[config.mk]
export PLATFORM = sky130hd
export DESIGN_NAME = alu_arbiter_flat
export DESIGN_NICKNAME = d
export VERILOG_FILES = /design/src/rtl/alu_arbiter_if.sv /design/src/rtl/alu_arbiter.sv /design/src/flat_wrapper.sv
export SDC_FILE = /design/constraint.sdc
export NUM_CORES = 1
export LEC_CHECK = 0
export BUFFER_PORTS_ARGS = -buffer_cell sky130_fd_sc_hd__buf_4
export CAP_MARGIN = 20
export CORE_AREA = 2 2 110 112
export DETAILED_ROUTE_END_ITERATION = 12
export DIE_AREA = 0 0 112 114
export PLACE_DENSITY_LB_ADDON = 0.15
export SLEW_MARGIN = 0
export SYNTH_ARGS = -nofsm -noshare
export SYNTH_HDL_FRONTEND = slang
export SYNTH_SLANG_ARGS = --single-unit
[constraint.sdc]
create_clock -name i_clk -period 3.91 [get_ports i_clk]
set_input_delay 0.5865 -clock i_clk [delete_from_list [all_inputs] [get_ports i_clk]]
set_output_delay 0.5865 -clock i_clk [all_outputs]
set_load 0.1 [all_outputs]
[src/rtl/alu_arbiter_if.sv]
// Request/response/ALU-side signal bundle for alu_arbiter.
// The slave modport is the arbiter's view; the master modport is the surrounding logic's view.
interface alu_arbiter_if;
    logic        i_flush;

    logic        i_req0_valid;
    logic        o_req0_ready;
    logic [2:0]  i_req0_op_mode;
    logic [2:0]  i_req0_func_op;
    logic [31:0] i_req0_a;
    logic [31:0] i_req0_b;

    logic        i_req1_valid;
    logic        o_req1_ready;
    logic [2:0]  i_req1_op_mode;
    logic [2:0]  i_req1_func_op;
    logic [31:0] i_req1_a;
    logic [31:0] i_req1_b;

    logic        o_rsp_valid;
    logic        i_rsp_ready;
    logic        o_rsp_id;
    logic [31:0] o_rsp_result;

    logic [2:0]  o_alu_op_mode;
    logic [2:0]  o_alu_func_op;
    logic [31:0] o_alu_a;
    logic [31:0] o_alu_b;
    logic        o_alu_stall;
    logic        i_alu_stall;
    logic [31:0] i_alu_result;

    modport slave (
        input  i_flush,
        input  i_req0_valid, i_req0_op_mode, i_req0_func_op, i_req0_a, i_req0_b,
        output o_req0_ready,
        input  i_req1_valid, i_req1_op_mode, i_req1_func_op, i_req1_a, i_req1_b,
        output o_req1_ready,
        output o_rsp_valid, o_rsp_id, o_rsp_result,
        input  i_rsp_ready,
        output o_alu_op_mode, o_alu_func_op, o_alu_a, o_alu_b, o_alu_stall,
        input  i_alu_stall, i_alu_result
    );

    modport master (
        output i_flush,
        output i_req0_valid, i_req0_op_mode, i_req0_func_op, i_req0_a, i_req0_b,
        input  o_req0_ready,
        output i_req1_valid, i_req1_op_mode, i_req1_func_op, i_req1_a, i_req1_b,
        input  o_req1_ready,
        input  o_rsp_valid, o_rsp_id, o_rsp_result,
        output i_rsp_ready,
        input  o_alu_op_mode, o_alu_func_op, o_alu_a, o_alu_b, o_alu_stall,
        output i_alu_stall, i_alu_result
    );
endinterface

[src/rtl/alu_arbiter.sv]
// Round-robin sharing of one ALU between two requesters, sequencing each request
// (including multi-cycle mul/div) and returning the registered result with its requester id.
//
// state     | meaning
// ----------+----------------------------------------------------------------
// ST_IDLE   | ALU parked (mode IDLE, stalled); ready to accept a request
// ST_EXEC   | hold registers drive the ALU unstalled until it drops o_stall
// ST_RESP   | ALU result register frozen and presented on the response channel
module alu_arbiter (
    input  logic         i_clk,
    input  logic         i_rst_n,
    alu_arbiter_if.slave bus
);

    typedef enum logic [1:0] {
        ST_IDLE = 2'd0,
        ST_EXEC = 2'd1,
        ST_RESP = 2'd2
    } state_t;

    state_t      r_state;
    state_t      w_next_state;

    logic        r_rr;
    logic        r_id;
    logic [2:0]  r_op_mode;
    logic [2:0]  r_func_op;
    logic [31:0] r_a;
    logic [31:0] r_b;

    logic        w_rr_valid;
    logic        w_other_valid;
    logic        w_grant;
    logic        w_any_valid;
    logic        w_can_accept;
    logic        w_accept;
    logic        w_rsp_done;

    // Priority port wins if valid; otherwise the other port, if it is valid.
    assign w_rr_valid    = r_rr ? bus.i_req1_valid : bus.i_req0_valid;
    assign w_other_valid = r_rr ? bus.i_req0_valid : bus.i_req1_valid;
    assign w_grant       = (~w_rr_valid & w_other_valid) ? ~r_rr : r_rr;
    assign w_any_valid   = bus.i_req0_valid | bus.i_req1_valid;

    assign w_rsp_done    = (r_state == ST_RESP) & bus.i_rsp_ready;
    assign w_can_accept  = ~bus.i_flush & ((r_state == ST_IDLE) | w_rsp_done);
    assign w_accept      = w_can_accept & w_any_valid;

    assign bus.o_req0_ready = w_can_accept & ~w_grant;
    assign bus.o_req1_ready = w_can_accept & w_grant;

    always_ff @(posedge i_clk or negedge i_rst_n) begin
        if (!i_rst_n) begin
            r_state <= ST_IDLE;
        end else begin
            r_state <= w_next_state;
        end
    end

    always_comb begin
        w_next_state = r_state;
        if (bus.i_flush) begin
            w_next_state = ST_IDLE;
        end else begin
            case (r_state)
                ST_IDLE: begin
                    if (w_accept) w_next_state = ST_EXEC;
                end
                ST_EXEC: begin
                    if (!bus.i_alu_stall) w_next_state = ST_RESP;
                end
                ST_RESP: begin
                    if (bus.i_rsp_ready) w_next_state = w_accept ? ST_EXEC : ST_IDLE;
                end
                default: w_next_state = ST_IDLE;
            endcase
        end
    end

    always_ff @(posedge i_clk or negedge i_rst_n) begin
        if (!i_rst_n) begin
            r_rr      <= 1'b0;
            r_id      <= 1'b0;
            r_op_mode <= 3'd0;
            r_func_op <= 3'd0;
            r_a       <= 32'd0;
            r_b       <= 32'd0;
        end else if (w_accept) begin
            r_rr      <= ~w_grant;
            r_id      <= w_grant;
            r_op_mode <= w_grant ? bus.i_req1_op_mode : bus.i_req0_op_mode;
            r_func_op <= w_grant ? bus.i_req1_func_op : bus.i_req0_func_op;
            r_a       <= w_grant ? bus.i_req1_a       : bus.i_req0_a;
            r_b       <= w_grant ? bus.i_req1_b       : bus.i_req0_b;
        end
    end

    // Outside EXEC the ALU sees IDLE and a stall, freezing its result and re-arming mul/div.
    always_comb begin
        bus.o_alu_op_mode = 3'd0;
        bus.o_alu_func_op = 3'd0;
        bus.o_alu_a       = 32'd0;
        bus.o_alu_b       = 32'd0;
        bus.o_alu_stall   = 1'b1;
        if (r_state == ST_EXEC) begin
            bus.o_alu_op_mode = r_op_mode;
            bus.o_alu_func_op = r_func_op;
            bus.o_alu_a       = r_a;
            bus.o_alu_b       = r_b;
            bus.o_alu_stall   = 1'b0;
        end
    end

    assign bus.o_rsp_valid  = (r_state == ST_RESP);
    assign bus.o_rsp_id     = r_id;
    assign bus.o_rsp_result = bus.i_alu_result;

endmodule

[src/flat_wrapper.sv]
// flat-port wrapper written by rule: the top's interface ports become plain ports
module alu_arbiter_flat 
  (i_clk, i_rst_n, bus_i_flush, bus_i_req0_valid, bus_i_req0_op_mode, bus_i_req0_func_op, bus_i_req0_a, bus_i_req0_b, bus_o_req0_ready, bus_i_req1_valid, bus_i_req1_op_mode, bus_i_req1_func_op, bus_i_req1_a, bus_i_req1_b, bus_o_req1_ready, bus_o_rsp_valid, bus_o_rsp_id, bus_o_rsp_result, bus_i_rsp_ready, bus_o_alu_op_mode, bus_o_alu_func_op, bus_o_alu_a, bus_o_alu_b, bus_o_alu_stall, bus_i_alu_stall, bus_i_alu_result);
  alu_arbiter_if bus_i ();
  input  logic i_clk;
  input  logic i_rst_n;
  input wire logic [$bits(bus_i.i_flush)-1:0] bus_i_flush;
  input wire logic [$bits(bus_i.i_req0_valid)-1:0] bus_i_req0_valid;
  input wire logic [$bits(bus_i.i_req0_op_mode)-1:0] bus_i_req0_op_mode;
  input wire logic [$bits(bus_i.i_req0_func_op)-1:0] bus_i_req0_func_op;
  input wire logic [$bits(bus_i.i_req0_a)-1:0] bus_i_req0_a;
  input wire logic [$bits(bus_i.i_req0_b)-1:0] bus_i_req0_b;
  output wire logic [$bits(bus_i.o_req0_ready)-1:0] bus_o_req0_ready;
  input wire logic [$bits(bus_i.i_req1_valid)-1:0] bus_i_req1_valid;
  input wire logic [$bits(bus_i.i_req1_op_mode)-1:0] bus_i_req1_op_mode;
  input wire logic [$bits(bus_i.i_req1_func_op)-1:0] bus_i_req1_func_op;
  input wire logic [$bits(bus_i.i_req1_a)-1:0] bus_i_req1_a;
  input wire logic [$bits(bus_i.i_req1_b)-1:0] bus_i_req1_b;
  output wire logic [$bits(bus_i.o_req1_ready)-1:0] bus_o_req1_ready;
  output wire logic [$bits(bus_i.o_rsp_valid)-1:0] bus_o_rsp_valid;
  output wire logic [$bits(bus_i.o_rsp_id)-1:0] bus_o_rsp_id;
  output wire logic [$bits(bus_i.o_rsp_result)-1:0] bus_o_rsp_result;
  input wire logic [$bits(bus_i.i_rsp_ready)-1:0] bus_i_rsp_ready;
  output wire logic [$bits(bus_i.o_alu_op_mode)-1:0] bus_o_alu_op_mode;
  output wire logic [$bits(bus_i.o_alu_func_op)-1:0] bus_o_alu_func_op;
  output wire logic [$bits(bus_i.o_alu_a)-1:0] bus_o_alu_a;
  output wire logic [$bits(bus_i.o_alu_b)-1:0] bus_o_alu_b;
  output wire logic [$bits(bus_i.o_alu_stall)-1:0] bus_o_alu_stall;
  input wire logic [$bits(bus_i.i_alu_stall)-1:0] bus_i_alu_stall;
  input wire logic [$bits(bus_i.i_alu_result)-1:0] bus_i_alu_result;
  assign bus_i.i_flush = bus_i_flush;
  assign bus_i.i_req0_valid = bus_i_req0_valid;
  assign bus_i.i_req0_op_mode = bus_i_req0_op_mode;
  assign bus_i.i_req0_func_op = bus_i_req0_func_op;
  assign bus_i.i_req0_a = bus_i_req0_a;
  assign bus_i.i_req0_b = bus_i_req0_b;
  assign bus_o_req0_ready = bus_i.o_req0_ready;
  assign bus_i.i_req1_valid = bus_i_req1_valid;
  assign bus_i.i_req1_op_mode = bus_i_req1_op_mode;
  assign bus_i.i_req1_func_op = bus_i_req1_func_op;
  assign bus_i.i_req1_a = bus_i_req1_a;
  assign bus_i.i_req1_b = bus_i_req1_b;
  assign bus_o_req1_ready = bus_i.o_req1_ready;
  assign bus_o_rsp_valid = bus_i.o_rsp_valid;
  assign bus_o_rsp_id = bus_i.o_rsp_id;
  assign bus_o_rsp_result = bus_i.o_rsp_result;
  assign bus_i.i_rsp_ready = bus_i_rsp_ready;
  assign bus_o_alu_op_mode = bus_i.o_alu_op_mode;
  assign bus_o_alu_func_op = bus_i.o_alu_func_op;
  assign bus_o_alu_a = bus_i.o_alu_a;
  assign bus_o_alu_b = bus_i.o_alu_b;
  assign bus_o_alu_stall = bus_i.o_alu_stall;
  assign bus_i.i_alu_stall = bus_i_alu_stall;
  assign bus_i.i_alu_result = bus_i_alu_result;
  alu_arbiter u_core (.i_clk(i_clk), .i_rst_n(i_rst_n), .bus(bus_i));
endmodule
==> After elaboration in Yosys (flattened, before gate mapping) <==
Cells that the tools add are included.
{ "totals": {"regBits": 74, "elab_cells": 44, "output_inout_bits": 107, "in_bits": 179} }
{ "classes": {"eq_ne": 5, "muxes": 18, "n_reduce_logical": 2, "n_bitwise": 12} }
{ "op_table": {"columns": ["operator", "n"], "rows": [
  ["$mux 32", 4],
  ["$mux 3", 4],
  ["$mux 2", 4],
  ["$and 1x1->1", 6],
  ["$ne 3x2->1 const B", 2],
  ["$pmux 2 s3", 1],
  ["$mux 1", 5],
  ["$not 1->1", 4],
  ["$ne 3x3->1 const B", 1],
  ["$reduce_and 3->1", 1],
  ["$eq 2x1->1 const B", 1],
  ["$eq 2x2->1 const B", 1],
  ["$logic_not 2->1", 1],
  ["$or 1x1->1", 2]
]} }

==> Depth between registers and ports, before layout <==
{ "depth": {"depth_word": 9, "depth_mapped": 6, "depth_no_buf": 4} }

==> Worst setup path after synthesis <==
No wires, ideal clock.
{ "synth_timing": {"path_type": "input to output", "from": "input bus_i_rsp_ready", "to": "output bus_o_req0_ready", "arrival_ps": 3169, "cell_stages": 4, "setup_slack_ps": 154, "required_time_ps": 3323, "path_buffers": 2, "cell_sequence": "and2b_1 buf_4 clkbuf_1 nor3_1"} }
{ "synth_between": {"elab_chain_cells": 4} }
{ "synth_rtl": {"columns": ["element", "line", "text"], "rows": [
  ["start, declared", "flat_wrapper.sv:23", "input wire logic [$bits(bus_i.i_rsp_ready)-1:0] bus_i_rsp_ready;"],
  ["$and 1x1->1", "alu_arbiter.sv:45", "assign w_rsp_done = (r_state == ST_RESP) & bus.i_rsp_ready;"],
  ["$or 1x1->1", "alu_arbiter.sv:46", "assign w_can_accept = ~bus.i_flush & ((r_state == ST_IDLE) | w_rsp_done);"],
  ["$and 1x1->1", "alu_arbiter.sv:46", null],
  ["$and 1x1->1", "alu_arbiter.sv:49", "assign bus.o_req0_ready = w_can_accept & ~w_grant;"],
  ["end, declared", "flat_wrapper.sv:13", "output wire logic [$bits(bus_i.o_req0_ready)-1:0] bus_o_req0_ready;"]
]} }
Every way passes these cells.

==> Worst setup path after layout <==
{ "layout_timing": {"from": "register u_core.r_state[0]", "to": "output bus_o_alu_a[31]"} }
{ "layout_between": {"elab_chain_cells": 2} }
{ "layout_rtl": {"columns": ["element", "line", "text"], "rows": [
  ["start, declared", "alu_arbiter.sv:21", "state_t r_state;"],
  ["start signal, assigned", "alu_arbiter.sv:56", "r_state <= w_next_state;"],
  ["$eq 2x1->1", "alu_arbiter.sv:105", "if (r_state == ST_EXEC) begin"],
  ["$mux 32", "alu_arbiter.sv:105", null],
  ["end, declared", "flat_wrapper.sv:26", "output wire logic [$bits(bus_i.o_alu_a)-1:0] bus_o_alu_a;"]
]} }
Every way passes these cells.

==> results.toml <==
[synth]
yosysTopAreaCell = "dfrtp_1"
synthArstFlopShare_pct = 100
synth-edff-count = 0
avgSynthCellArea_um2 = 9.62
syn-cell-area_um2 = 4470
netlist_top_cells_count = "dfrtp_1, nand2_1, a221o_1, and2_1, nor4_1"
synth_warnings = 0
yosys.area.top_type_share_pct = 41.4
syn_inst = 465
yosysSeqAreaShare_pct = 41.4
synth.most_common_cell = "dfrtp_1"
ys_top_cells_by_area = "dfrtp_1, a221o_1, and2_1"
dominantRegCellSynth = "dfrtp_1"
ys_ff_latch = 74
synthDistinctLibCells = 28
syn_nets = 644

[critical_path]
worst_setup_path_start_kind = "flip-flop"
worstPathCellList = "nor2b_4 > buf_4 > and2_1 > buf_4"
cpMostUsedCell = "buf_4"
endpoint_kind = "output port"
criticalPathCategory = "reg -> out"
worst_path_largest_cell_delay_ns = 0.71
worst_ep_required_time_ns = 3.32
critPathSlowestCell = "nor2b_4"
crit_fanout = 45
arrival_ns = 2.32

[detailed_routing]
vias_per_cell = 5.66
ant_nets = 0
routed-via-count = 4350
drt_pass1_iterations = 4
drt-wirelength-per-cell_um = 18.7
routed_wl_mm = 14.3
drt-initial-drc-count = 412
drc = 0

[timing]
tightest_slew_ns = 0.957
fin_crit_ns = 2.90
hold_viol_final = 0
rsz0062_at_grt = "no"
slew_violations = 0
fin_ws_ns = 1.01
finalCritPeriodShare_pct = 74.3
fmax_ghz = 0.344
setup_viol = 0
tns_ns = 0
finClkSkew_ns = 0.00478
slew_headroom_pct = 36.2

[clock_tree]
cts-htree-levels = 3
postCtsSetupBuffers = 0
cts_hold_buf = 0
clkSinkCount = 74
cts_tree = "yes"
cts.repair.resized = 0
root_buffer = "clkbuf_16"
clk_pin_slew_ns = 0.06
cts_buffers = 9
clk_latency_ns = 0.32
cts_buffer_depth = 2

[final_layout]
syn_to_final_growth_pct = 36.7
diodes = 0
fillers = 1095
multiInputGateArea_um2 = 2010
finalNetCount = 795
drive_gt1_share_pct = 40.6
final_core_util_pct = 52.2
seqCellArea_um2 = 1850

[placement]
routabilityCongestion = 0.794
dp_hpwl_mm = 9.41
detailedPlace.worstSlack_ns = 1.32
portBuffers = 221

[grt]
grt_pass1_vias = 4240
grt_usage_pct = 21.5
grt_max_degree = 75
grt_pass1_wl_mm = 22.3
grt-ovfl-total = 0
antenna_found_initial = 0

[power_and_ir_drop]
peakVddDrop_uv = 302
p_per_area_nw_per_um2 = 584
p_leak_nw = 2.92
total_power_w = 0.00357

[die]
initial_core_util_pct = 38.2
rows = 40
dieArea_um2 = 12800
dieHeight_um = 114
io_pins = 286
core_um2 = 11700
fp.dieW_um = 112

[flow_run]
max-cap-violations = 0

[min_path]
worstHoldPathType = "in -> async"

[status]
status = "complete, no violations"
-- flip-flops by register name (all words and copies together) (netlist names) --
register	flops
u_core.r_op_mode	3
u_core.bus.o_rsp_id	1
u_core.r_state	2
u_core.r_func_op	3
u_core.r_b	32
u_core.r_rr	1
u_core.r_a	32
-- cell families (layout without fill, tap and decap cells) --
| kind of cell | Yosys count | after routing | share of synthesized area (%) |
|---|---|---|---|
| compound gates | 76 | 76 | 16.8 |
| buf+inv | 89 | 245 | 14.3 |
| flops | 74 | 74 | 41.4 |
| simple gates | 226 | 226 | 27.6 |
-- area by class of cell --
cell class	count	area share, %
Tap cell	147	3.01
Clock buffer	12	4.20
Sequential cell	74	30.3
Inverter	1	0.0614
Timing Repair Buffer	228	28.0
Clock inverter	4	1.60
Multi-Input combinational cell	302	32.8
-- power breakdown --
group / switching, W / leakage, nW / internal (W)
sequential: 0.000116 / 0.916 / 0.000972
combinational: 0.00105 / 1.83 / 0.000461
clock: 0.000312 / 0.169 / 0.000659
total: 0.00148 / 2.92 / 0.00209
-- placed cells by master (no fill, tap or decap), types with 2 or more instances in the layout --
master	synthesis	routed
buf_4	34	228
dfrtp_1	74	74
nand2_1	72	72
and2_1	70	70
nor4_1	70	70
a221o_1	70	70
clkbuf_16	0	9
nor2_1	3	3
bufinv_16	0	3
nor2b_4	0	2
a31oi_1	2	2
clkbuf_8	0	2
-- per-stage QoR --
step,cells,instance area (µm²),hold slack [ns]
after floorplan,465,4470,0.291
after global placement,752,5760,0.486
after detailed placement,752,5760,0.490
after CTS,768,6110,0.429
after global routing,768,6110,0.449
final,768,6110,0.395
-- worst paths after layout --
| path | from | slack [ns] | cells past startpoint | end |
|---|---|---|---|---|
| worst max register to register | u_core.r_state[1] | 1.84 | 4 | u_core.r_b[23] |
| worst max-delay path | u_core.r_state[0] | 1.01 | 4 | bus_o_alu_a[31] |
| worst min-delay path | i_rst_n | 0.39 | 1 | u_core.r_b[12] |
| worst min register to register | u_core.r_b[11] | 0.50 | 1 | u_core.r_b[11] |
| min in group i_clk | bus_i_flush | 0.44 | 2 | u_core.r_state[1] |
| max in group asynchronous | i_rst_n | 2.88 | 1 | u_core.r_a[26] |
-- critical path: cells and delay by family (launching register included) --
family	cells	cell delay (ns)
simple gates	2	0.89
flops	1	0.42
buf+inv	2	0.68
-- layer usage --
metal	wire (µm)	share of wire (%)	track usage [%]
met5	0	0	0
met2	7190	50	37.0
met1	5780	40	27.2
met4	226	1.6	7.24
met3	1140	7.9	4.46
(Power assumes the default switching activity.)
